### config.mk
export PLATFORM = sky130hd
export DESIGN_NAME = coreriscv_axi4_release_sequencer
export DESIGN_NICKNAME = d
export VERILOG_FILES = /design/src/rtl/coreriscv_axi4_release_sequencer_pkg.sv /design/src/rtl/coreriscv_axi4_release_beat_fifo.sv /design/src/rtl/coreriscv_axi4_release_sequencer.sv
export SDC_FILE = /design/constraint.sdc
export NUM_CORES = 1
export LEC_CHECK = 0
export ABC_CLOCK_PERIOD_IN_PS = 10800
export BUFFER_PORTS_ARGS = -buffer_cell sky130_fd_sc_hd__buf_2
export CELL_PAD_IN_SITES_DETAIL_PLACEMENT = 0
export CELL_PAD_IN_SITES_GLOBAL_PLACEMENT = 2
export CORE_MARGIN = 2
export CORE_UTILIZATION = 35
export CTS_CLUSTER_SIZE = 30
export DETAILED_ROUTE_END_ITERATION = 10
export GPL_TIMING_DRIVEN = 0
export HOLD_SLACK_MARGIN = 0.03
export PLACE_DENSITY_LB_ADDON = 0.1
export SLEW_MARGIN = 20
export SYNTH_ARGS = -nofsm -noshare
export SYNTH_HDL_FRONTEND = slang
export SYNTH_HIERARCHICAL = 1
export SYNTH_SLANG_ARGS = --single-unit
### constraint.sdc
create_clock -name clk -period 10.8 [get_ports clk]
set_input_delay 2.16 -clock clk [delete_from_list [all_inputs] [get_ports clk]]
set_output_delay 2.16 -clock clk [all_outputs]
set_load 0.01 [all_outputs]
### src/rtl/coreriscv_axi4_release_sequencer_pkg.sv
// Release sequencer shared definitions: block geometry, release type
// encodings, has_data() (also used by the release arbiter lock) and FSM states.
package coreriscv_axi4_release_sequencer_pkg;

  localparam int BEATS   = 8;
  localparam int BEAT_W  = 3;
  localparam int DATA_W  = 64;
  localparam int BLOCK_W = 26;

  localparam logic [2:0] REL_VOL_WB     = 3'd0;
  localparam logic [2:0] REL_INV_DATA   = 3'd1;
  localparam logic [2:0] REL_SHR_DATA   = 3'd2;
  localparam logic [2:0] REL_INV_ACK    = 3'd3;
  localparam logic [2:0] REL_DATA_MAX   = REL_SHR_DATA;

  typedef enum logic [1:0] {
    ST_IDLE,
    ST_DATA,
    ST_SINGLE
  } rel_state_e;

  function automatic logic has_data(input logic [2:0] r_type);
    return r_type <= REL_DATA_MAX;
  endfunction

endpackage

### src/rtl/coreriscv_axi4_release_beat_fifo.sv
// Two-entry beat buffer between the data-array read port and the arbiter.
// Ports: push/push_data in, pop in, head/count out; clk, reset_n (sync, low).
module coreriscv_axi4_release_beat_fifo
  import coreriscv_axi4_release_sequencer_pkg::*;
(
  input  logic              clk,
  input  logic              reset_n,
  input  logic              push,
  input  logic [DATA_W-1:0] push_data,
  input  logic              pop,
  output logic [DATA_W-1:0] head,
  output logic [1:0]        count
);

  logic [DATA_W-1:0] mem [2];
  logic              rd_ptr;
  logic              wr_ptr;

  always_ff @(posedge clk) begin
    if (!reset_n) begin
      rd_ptr <= 1'b0;
      wr_ptr <= 1'b0;
      count  <= 2'd0;
    end else begin
      if (push) begin
        mem[wr_ptr] <= push_data;
        wr_ptr      <= !wr_ptr;
      end
      if (pop) rd_ptr <= !rd_ptr;
      count <= count + {1'b0, push} - {1'b0, pop};
    end
  end

  assign head = mem[rd_ptr];

  a_no_overflow: assert property (
    @(posedge clk) disable iff (!reset_n)
    !(push && !pop && count == 2'd2));

  a_no_underflow: assert property (
    @(posedge clk) disable iff (!reset_n)
    !(pop && count == 2'd0));

endmodule

### src/rtl/coreriscv_axi4_release_sequencer.sv
// Turns one L1 release request into a beat stream for the release arbiter.
// Ports: req_* (request in), rd_* (data-array read), out_* (arbiter side),
// done pulse, stall_cnt (live when CORERISCV_AXI4_RELEASE_SEQ_STALL_CNT_EN).
module coreriscv_axi4_release_sequencer
  import coreriscv_axi4_release_sequencer_pkg::*;
(
  input  logic               clk,
  input  logic               reset_n,
  input  logic               req_valid,
  output logic               req_ready,
  input  logic [1:0]         req_src,
  input  logic [1:0]         req_dst,
  input  logic [BLOCK_W-1:0] req_addr_block,
  input  logic               req_client_xact_id,
  input  logic               req_voluntary,
  input  logic [2:0]         req_r_type,
  output logic               rd_en,
  output logic [BLOCK_W-1:0] rd_addr_block,
  output logic [BEAT_W-1:0]  rd_addr_beat,
  input  logic [DATA_W-1:0]  rd_data,
  output logic               out_valid,
  input  logic               out_ready,
  output logic [1:0]         out_header_src,
  output logic [1:0]         out_header_dst,
  output logic [BEAT_W-1:0]  out_addr_beat,
  output logic [BLOCK_W-1:0] out_addr_block,
  output logic               out_client_xact_id,
  output logic               out_voluntary,
  output logic [2:0]         out_r_type,
  output logic [DATA_W-1:0]  out_data,
  output logic               done,
  output logic [15:0]        stall_cnt
);

  localparam logic [BEAT_W-1:0] LAST = BEAT_W'(BEATS - 1);

  rel_state_e state, state_nxt;

  logic [1:0]         src_q;
  logic [1:0]         dst_q;
  logic [BLOCK_W-1:0] block_q;
  logic               xid_q;
  logic               vol_q;
  logic [2:0]         r_type_q;

  logic [BEAT_W-1:0]  rd_beat;
  logic [BEAT_W-1:0]  tx_beat;
  logic               rd_last;
  logic               inflight;
  logic [1:0]         fifo_count;
  logic [DATA_W-1:0]  fifo_head;
  logic [2:0]         credit;
  logic               pop;
  logic               last_fire;
  logic               req_fire;

  always_ff @(posedge clk) begin
    if (!reset_n) state <= ST_IDLE;
    else          state <= state_nxt;
  end

  // buffered + in flight - leaving now; pop implies count >= 1
  assign credit = {1'b0, fifo_count} + {2'b0, inflight} - {2'b0, pop};

  always_comb begin
    state_nxt     = state;
    req_ready     = 1'b0;
    out_valid     = 1'b0;
    rd_en         = 1'b0;
    pop           = 1'b0;
    last_fire     = 1'b0;
    out_addr_beat = '0;
    out_data      = '0;
    unique case (state)
      ST_IDLE: begin
        req_ready = reset_n;
        if (req_valid && reset_n)
          state_nxt = has_data(req_r_type) ? ST_DATA : ST_SINGLE;
      end
      ST_SINGLE: begin
        out_valid = reset_n;
        if (out_valid && out_ready) begin
          last_fire = 1'b1;
          state_nxt = ST_IDLE;
        end
      end
      ST_DATA: begin
        out_valid     = reset_n && (fifo_count != 2'd0);
        out_data      = fifo_head;
        out_addr_beat = tx_beat;
        pop           = out_valid && out_ready;
        rd_en         = reset_n && !rd_last && (credit < 3'd2);
        if (pop && tx_beat == LAST) begin
          last_fire = 1'b1;
          state_nxt = ST_IDLE;
        end
      end
      default: state_nxt = ST_IDLE;
    endcase
  end

  assign req_fire = req_valid && req_ready;

  always_ff @(posedge clk) begin
    if (!reset_n) begin
      rd_beat  <= '0;
      tx_beat  <= '0;
      rd_last  <= 1'b0;
      inflight <= 1'b0;
      done     <= 1'b0;
    end else begin
      inflight <= rd_en;
      done     <= last_fire;
      if (req_fire) begin
        rd_beat <= '0;
        tx_beat <= '0;
        rd_last <= 1'b0;
      end
      if (rd_en) begin
        rd_beat <= rd_beat + 1'b1;
        if (rd_beat == LAST) rd_last <= 1'b1;
      end
      if (pop) tx_beat <= tx_beat + 1'b1;
    end
  end

  always_ff @(posedge clk) begin
    if (!reset_n) begin
      src_q    <= '0;
      dst_q    <= '0;
      block_q  <= '0;
      xid_q    <= 1'b0;
      vol_q    <= 1'b0;
      r_type_q <= '0;
    end else if (req_fire) begin
      src_q    <= req_src;
      dst_q    <= req_dst;
      block_q  <= req_addr_block;
      xid_q    <= req_client_xact_id;
      vol_q    <= req_voluntary;
      r_type_q <= req_r_type;
    end
  end

  assign rd_addr_block      = block_q;
  assign rd_addr_beat       = rd_beat;
  assign out_header_src     = src_q;
  assign out_header_dst     = dst_q;
  assign out_addr_block     = block_q;
  assign out_client_xact_id = xid_q;
  assign out_voluntary      = vol_q;
  assign out_r_type         = r_type_q;

  coreriscv_axi4_release_beat_fifo u_fifo (
    .clk       (clk),
    .reset_n   (reset_n),
    .push      (inflight),
    .push_data (rd_data),
    .pop       (pop),
    .head      (fifo_head),
    .count     (fifo_count)
  );

`ifdef CORERISCV_AXI4_RELEASE_SEQ_STALL_CNT_EN
  logic [15:0] stall_q;

  always_ff @(posedge clk) begin
    if (!reset_n)
      stall_q <= 16'h0;
    else if (out_valid && !out_ready && stall_q != 16'hFFFF)
      stall_q <= stall_q + 16'd1;
  end

  assign stall_cnt = stall_q;
`else
  assign stall_cnt = 16'h0;
`endif

endmodule

==> metrics, run 1 <==
run status completed; CP required slightly below 9 ns; Routed Wire Length ~17000 um; worst vdd ir 100.9 uV; Global Route Usage Sum between 10% and 20%; synthesized area 0.007797 mm^2; Crit-path slowest cell fa_1; H-tree depth 4; Fin Clk Skew 0.01032 ns; Synth cell types 40; Final WS setup 4.103 ns; Post-synth ARST share 0%; TritonCTS Buffers 17; crit-path cells buf_2 -> buf_4 -> o2111ai_1 -> inv_1 -> ha_1 -> nand2b_1 -> fa_1 -> xor2_1 -> nor2_1 -> buf_2; clk buf depth 2; number of global-route vias before repair 5093; # fillers 2026; crit end category output pin; min-delay worst type reg2reg; I/O pins roughly 250; grt total ovfl 0; worst r2r src state[1]; Final Max Tran Viols 0; critical setup path kind in2out; leading cell types by count after synthesis edfxtp_1, nand2_1, and2_1; post-route setup TNS 0 ns; nets@finish between 900 and 1000; clk root buf clkbuf_16; hold buffer count at CTS 0; Resized Gates After CTS 0; fin crit share 62.01%; die span in y roughly 150 um; Sequential Area 0.004865 mm^2; Synth Register Bits 179; CP dominant cell by count buf_2; CORE AREA 0.02182 mm^2; hold endpoint out_voluntary; Final setup viols 0; worst r2r path cells 10; Mean Syn Cell Area 13.83 um^2; TritonRoute pass-1 iters 4; pin count of the biggest net entering global routing 47; Synth Warn # 6; post-synth top area cell edfxtp_1; Diodes inserted 0; CP top delay family buffers and inverters; cells after synthesis roughly 560; Place WS 4.079 ns; Num Clock Sinks 179; top cells by area, synth edfxtp_1, dfxtp_1, mux2_4; Starting Density 35.73%; top-count cell post-synth edfxtp_1; Buffers & Inverters on Critical Path 4; P_leak 0.004603 uW; final hold vios 0; Worst R2R End rd_addr_beat[0]; Post CTS Setup Buffer Count 0; PwrDens 154.6 mW/mm^2; WHS Path Cells 2; Via density roughly 4.4; FF-to-FF setup slack approximately 7.9 ns; Synth-to-Final Area Change 30.13%; sequential element share of the synthesized area 62.39%; initial antenna violation count 0; Crit path arrival time ~4.5 ns; drt wl/cell around 15 um; first-pass GRT wire length 26650 um; ys flop type edfxtp_1; Slowest Stage Delay on Critical Path 0.41 ns; GP Congestion approximately 0.7; Slew HR roughly 55%; # DRC 0; Worst-path clk slew roughly 0.07 ns; Post-synth EDFFs 128; clk_lat worst skew around 0.42 ns; Initial DRC Count 233; min Tclk post-route approximately 6.7 ns; share of layout cells above drive strength 1 46.95%; number of routed nets with antenna violations 0; HP Start out_voluntary; die area 0.02349 mm^2; Critical Path Start Type input pin; maximum capacitance violations 0; DP Wirelength 12320 um; Tot Pwr 1569 uW; Multi-input gate area 0.002420 mm^2; Die W 153.3 um; post-synth top area share roughly half; top fanout value on the critical path 10; Port Buf Inserts ~240; fin util 46.50%; worst slew pin tran between 0.6 and 0.7 ns; FMAX 149.3 MHz; setup repair after global routing missed its margin no; CTS tree done; via count ~5000; Site Rows 54
[area by class of cell]
type                       instances  share of cell area, %
tap                              280                  3.453
timing repair buffer             241                  12.77
inverter                           9                 0.3329
clock buffer                      22                  5.006
sequential                       179                  47.94
clock inverter                    10                  1.245
buffer                            70                  5.401
multi-input combinational        321                  23.85
[worst register-to-register path, delay by kind of cell, from the launching register on]
kind,cells,cell delay [ns]
buffers and inverters,2,0.37
flip-flops,1,0.31
adder cells (fa/ha/maj),3,1.09
AND/OR/NAND/NOR,3,0.67
AO/OA/AOI/OAI,2,0.39
[how the worst max path moves through the flow]
stage,start,to,slack [ns],depth (start not counted)
floorplan,reset_n,rd_en,4.73,8
global placement,reset_n,u_fifo/mem[0][29],3.37,3
detailed placement,reset_n,rd_en,4.08,10
CTS,reset_n,rd_en,4.10,10
global route,reset_n,rd_en,3.82,10
finish,reset_n,rd_en,4.10,10
[power breakdown]
part	switching, uW	internal [uW]	total, uW	leakage (uW)
Combinational	79.3	74.0	153	0.00272
Clock	262	388	651	0.000314
Sequential	11.3	753	765	0.00157
Total	353	1220	1570	0.00460
[registers in the layout (all words and copies together), names as in the netlist, named ones only]
register / count
rd_last: 1
out_header_src: 2
u_fifo/wr_ptr: 1
out_voluntary: 1
u_fifo/count: 2
out_client_xact_id: 1
done: 1
out_addr_block: 26
u_fifo/mem: 128
out_header_dst: 2
rd_addr_beat: 3
tx_beat: 3
state: 2
inflight: 1
u_fifo/rd_ptr: 1
out_r_type: 3
[cell usage in the layout, fill, tap and decap left out, types with 2 or more instances in the layout]
cell,Yosys,routed
a21oi_1,8,8
and2_1,72,72
buf_1,3,3
buf_12,6,6
buf_16,0,4
buf_2,9,246
buf_4,43,43
buf_6,2,2
bufinv_16,0,2
clkbuf_1,7,9
clkbuf_16,0,20
conb_1,1,16
dfxtp_1,51,51
edfxtp_1,128,128
ha_1,10,10
inv_1,8,8
inv_6,0,5
mux2_2,4,4
mux2_4,60,60
nand2_1,77,77
nand2b_1,2,2
nand3_1,42,42
nor2_1,4,3
o211ai_1,4,4
xor2_1,3,3
[metrics by stage]
stage,instances,hold WS [ns],area [um^2]
2_1_floorplan,579,0.4599,7854
3_3_place_gp,1096,0.4417,9390
3_5_place_dp,1100,0.4441,9513
4_1_cts,1132,0.4613,10150
5_1_grt,1132,0.4718,10150
6_report,1132,0.4555,10150
[logic make-up (layout without fill, tap and decap cells)]
kind of cell	count (synthesis)	after routing	share of synthesized area, %
DFF	179	179	62.39
and+or+nand+nor	203	203	13.29
AOI/OAI and AO/OA	22	22	2.086
xor gates and xnor gates	5	5	0.7382
buffers and inverters	79	352	7.462
adders and majority gates	11	11	1.861
muxes	64	64	12.13
other	1	16	0.04809
[per-layer routing]
| layer | vias up | part of all wire [%] | track usage, % |
|---|---|---|---|
| met3 | 18 | 6.8 | 4.253 |
| met4 | 0 | 1.4 | 4.850 |
| met1 | 2380 | 40 | 16.72 |
| li1 | 2463 | - | - |
| met5 | - | 0 | 0 |
| met2 | 156 | 51 | 25.66 |
Power figures use the tool's default switching activity.
==> run 2, diff against run 1 <==
Settings changed: ABC_CLOCK_PERIOD_IN_PS 10800 to 5600, CORE_UTILIZATION 35 to 30.
Clock period 10.8 ns to 5.6 ns, I/O delays scaled along.
==> run 2 against run 1 <==
Against the previous run: register-to-register slack worse by 5.2 ns; sequential power is 93% higher; final cell count up 4.9%; non-clock buffer count fell by 1; worst hold slack better by 0.0055 ns; setup slack got worse by 3.1 ns; clock power rose by 81%; largest power group unchanged.
==> metrics, run 2 (synthesis results as in run 1) <==
run status completed; GP Congestion 0.6779; worst slew pin tran 0.7699 ns; Die W between 150 and 200 um; worst vdd ir approximately 150 uV; crit end category output pin; initial antenna violation count 1; P_leak 0.004550 uW; TritonRoute pass-1 iters 4; Final Max Tran Viols 0; Global Route Usage Sum 12.55%; Largest register FFs 128; pin count of the biggest net entering global routing 45; Slowest Stage Delay on Critical Path roughly 0.41 ns; die area 0.02730 mm^2; Place WS ~0.96 ns; I/O pins roughly 250; maximum capacitance violations 0; first-pass GRT wire length between 20000 and 30000 um; dpl cell area 0.009539 mm^2; Starting Density 30.27%; Post CTS Setup Buffer Count 0; final non-filler cell total 1187; final hold vios 0; CP required 4.48 ns; min-delay worst type reg2reg; share of layout cells above drive strength 1 between 40% and 50%; clk root buf clkbuf_16; Fin Clk Skew 0.01158 ns; Routed Wire Length approximately 17000 um; Most flops, register u_fifo/mem; Crit-path slowest cell fa_1; number of global-route vias before repair 4898; Tot Pwr 2945 uW; Crit path arrival time approximately 3.5 ns; grt total ovfl 0; FMAX 217.5 MHz; Final WS setup 1.003 ns; critical setup path kind in2out; H-tree depth 4; Initial DRC Count 179; Worst-path clk slew ~0.080 ns; crit-path cells buf_2 -> buf_4 -> o2111ai_1 -> inv_1 -> ha_1 -> nand2b_1 -> fa_1 -> xor2_1 -> nor2_1 -> buf_2; Port Buf Inserts 237; DP Cell Count 1154; setup repair after global routing missed its margin no; hold buffer count at CTS 0; Final setup viols 0; via count 5009; Critical Path Start Type input pin; PwrDens 290.7 mW/mm^2; die span in y 165.2 um; clk_lat worst skew 0.42 ns; DP Wirelength 12620 um; Synth-to-Final Area Change 29.96%; nets@finish 952; drt wl/cell 14.70 um; Site Rows 59; fin crit share 82.09%; final instance area 0.01013 mm^2; top fanout value on the critical path 10; Num Clock Sinks roughly 180; Slew HR between 40% and 50%; CORE AREA 0.02576 mm^2; min Tclk post-route 4.597 ns; most frequent cells in the layout buf_2, edfxtp_1, nand2_1, and2_1, mux2_4; CTS tree done; commonest non-fill, non-tap cell in the layout buf_2; number of routed nets with antenna violations 0; Resized Gates After CTS 0; # DRC 0; fin util 39.33%; clk buf depth 2; TritonCTS Buffers 17; CP dominant cell by count buf_2; Via density 4.220
-- run 2: changes by cell type in the layout (fill, tap and decap cells not counted), sizes merged --
cell,delta
diode,+1
clkinvlp,+3
bufinv,-1
buf,-1
inv,-1
clkinv,+4
clkbuf,-5
-- run 2: critical path: cells and delay by family --
kind            cells  cell delay, ns
fa+ha+maj           2            0.68
compound gates      1            0.21
buf+inv             4            0.81
simple gates        2            0.23
xor+xnor            1            0.41
-- run 2: power by group --
part	internal, uW	total [uW]	switching [uW]
sequential	1450	1480	22.9
clock	633	1180	544
combinational	141	293	152
total	2230	2950	719
-- run 2: routing by layer --
layer | global-route usage (%) | part of all wire, %
met4 | 3.557 | 1.1
met2 | 21.21 | 49
met3 | 4.121 | 7.7
met5 | 0 | 0
met1 | 15.31 | 42
-- run 2: final cells by class --
class | instances | area [um^2]
fill | 2482 | 15630
sequential | 179 | 4865
multi-input combinational | 321 | 2420
timing repair buffer | 240 | 1254
buffer | 70 | 548.0
clock buffer | 17 | 425.4
tap | 335 | 419.2
clock inverter | 15 | 166.4
inverter | 9 | 33.78
antenna | 1 | 2.502
-- run 2: through the flow --
stage | setup TNS [ns] | hold slack [ns]
final | 0 | 0.4610
after global routing | 0 | 0.4762
after CTS | 0 | 0.4599
after detailed placement | 0 | 0.4453
after global placement | -52.75 | 0.4437
after floorplan | 0 | 0.4599
-- run 2: worst paths after layout --
path / from / endpoint / slack, ns / cells past startpoint
max: reset_n / rd_en / 1.00 / 10
max reg2reg: state[1] / rd_addr_beat[0] / 2.69 / 10
min reg2reg: out_header_src[1] / out_header_src[1] / 0.46 / 2
min: out_header_src[1] / out_header_src[1] / 0.46 / 2
==> run 3, diff against run 2 <==
Settings changed: ABC_AREA from default to 1, ABC_CLOCK_PERIOD_IN_PS 5600 to 4360, CORE_UTILIZATION 30 to 32.
Clock period 5.6 ns to 4.36 ns, I/O delays scaled along.
==> run 3 against run 2 <==
Against the previous run: combinational power increased by 2%; sequential cell count is the same; first-iteration DRC count rose by 54%; critical endpoint unchanged; synthesized cell count up 16%; final area increased by 1.3%; critical path depth is 6 higher; non-clock buffer count increased by 4; area after synthesis up 0.50%; die area is 5.6% lower; setup slack worse by 0.67 ns; largest power group unchanged; utilization grew 3.1 points; via count rose by 6.4%.
==> metrics, run 3 <==
most frequent cells in the layout buf_2, nand2_1, edfxtp_1, inv_1, mux2_4; setup repair after global routing missed its margin no; Sequential Area 0.004865 mm^2; Global Route Usage Sum 13.99%; Psw about 900 uW; min-delay worst type reg2reg; post-synth top area share approximately 49%; DP Cell Count approximately 1200; share of layout cells above drive strength 1 43.28%; Post-synth EDFFs 128; switch share 23.87%; DP Wirelength around 14000 um; # fillers 2374; Synth Warn # 6; Synth-to-Final Area Change 30.94%; Int Power 2810 uW; commonest non-fill, non-tap cell in the layout buf_2; number of global-route vias before repair 5368; maximum capacitance violations 0; Die W 160.5 um; first-pass GRT wire length 27950 um; # DRC 0; final hold slack 0.4776 ns; Site Rows 57; I/O pins 254; sequential element share of the synthesized area 62.08%; Multi-input gate area roughly 0.0022 mm^2; die span in y 160.5 um; Initial DRC Count 275; GP Congestion 0.7432; CORE AREA 0.02418 mm^2; Crit path arrival time 3.15 ns; post-route setup TNS 0 ns; CTS tree done; Num Clock Sinks around 180; top fanout value on the critical path 8; Starting Density roughly 32%; Comb pwr share 8.1%; worst vdd ir 187.5 uV; drt wl/cell about 14 um; top cells by area, synth edfxtp_1, dfxtp_1, mux2_4; min Tclk post-route between 4 and 5 ns; crit end category output pin; nets@finish between 1000 and 1500; leading cell types by count after synthesis nand2_1, edfxtp_1, inv_1; Clock Power Share around 41%; Via density 4.192; post-synth top area cell edfxtp_1; top-count cell post-synth nand2_1; P_leak 0.005004 uW; number of routed nets with antenna violations 0; Tot Pwr 3690 uW; ys flop type edfxtp_1; clk root buf clkbuf_16; grt total ovfl 0; initial antenna violation count 3; final hold vios 0; Routed Wire Length 18040 um; H-tree depth 4; TritonCTS Buffers 17; Fin Clk Skew 0.01271 ns; worst slew pin tran just over 0.8 ns; run status completed; synthesized area 0.007836 mm^2; critical setup path kind reg2out; cells after synthesis 652; Synth cell types 25; TritonRoute pass-1 iters 4; fin crit share 92.30%; clk buf depth 2; Post-synth ARST share 0%; Final Max Tran Viols 0; Port Buf Inserts 237; Mean Syn Cell Area 12.02 um^2; Critical Path Start Type flip-flop; Worst-path clk slew 0.07 ns; Slew HR 44.55%; Sequential Power Share 50.9%; Largest register FFs between 100 and 150; PwrDens roughly 360 mW/mm^2; CP required 3.49 ns; Final setup viols 0; via count 5328; final non-filler cell total 1271; FMAX 248.5 MHz; Synth Register Bits 179; pin count of the biggest net entering global routing 25; clk_lat worst skew 0.42 ns; Most flops, register u_fifo/mem; die area 0.02576 mm^2
[run 3: layout make-up]
| type | count | share of cell area, % |
|---|---|---|
| repair buffers | 246 | 13.03 |
| diodes | 2 | 0.04877 |
| plain buffers | 68 | 5.231 |
| inverters | 92 | 3.365 |
| flip-flops and latches | 179 | 47.41 |
| clock inverters | 15 | 1.610 |
| multi-input cells | 328 | 21.20 |
| well taps | 324 | 3.951 |
| clock buffers | 17 | 4.146 |
[run 3: power groups by stage]
| stage | Sequential, uW | Combinational (uW) | Clock, uW |
|---|---|---|---|
| final | 1880 | 298 | 1510 |
| after global routing | 1880 | 330 | 1630 |
| after CTS | 1880 | 303 | 1570 |
| after detailed placement | 1920 | 303 | 0 |
| after global placement | 1920 | 294 | 0 |
| after floorplan | 1930 | 141 | 0 |
[run 3: timing repair]
action / in CTS / in global routing
endpoints found under the setup margin: 0 / 1
resized for setup: 0 / 3
buffers inserted: 0 / 2
hold buffers: 0 / 0
[run 3: layer usage]
layer / wire (um) / track usage (%) / vias to the layer above
met5: 13 / 0 / -
met4: 197 / 4.791 / 2
met3: 1398 / 4.571 / 13
met2: 8964 / 24.20 / 166
met1: 7467 / 16.37 / 2507
li1: - / - / 2640
[run 3: critical path, stage by stage, from the launching register on]
cell      delay [ns]
dfxtp_1         0.33
inv_1           0.08
ha_1            0.14
clkbuf_4        0.21
nand2_1         0.13
nor2_1          0.17
nand2_1         0.14
inv_2           0.11
ha_1            0.22
inv_1           0.05
nand2_1         0.05
fa_1            0.48
inv_1           0.06
nor3_4          0.22
nand2_2         0.13
inv_2           0.08
buf_2           0.13
[run 3: per-stage QoR]
stage	setup slack [ns]	util, %	area, um^2
final	0.3356	42.44	10260
after global routing	0.07595	42.42	10260
after CTS	0.09393	42.31	10230
after detailed placement	0.2521	39.87	9639
after global placement	-1.841	39.25	9489
after floorplan	0.2326	-	7898
[run 3: final timing paths]
path	to	depth (start not counted)	slack (ns)	from
min reg2reg	u_fifo/wr_ptr	2	0.48	u_fifo/wr_ptr
min	u_fifo/wr_ptr	2	0.48	u_fifo/wr_ptr
max reg2reg	rd_last	17	1.55	state[1]
max	rd_en	16	0.34	state[1]
[run 3: cells by family (layout without fill, tap and decap cells)]
family,after synthesis,count (layout),synth area share (%)
simple gates,182,182,9.117
flops,179,179,62.08
buf+inv,160,438,11.22
mux,64,64,12.07
compound gates,53,53,3.385
fa+ha+maj,11,11,1.852
xor+xnor,2,2,0.2236
other cells,1,18,0.04785
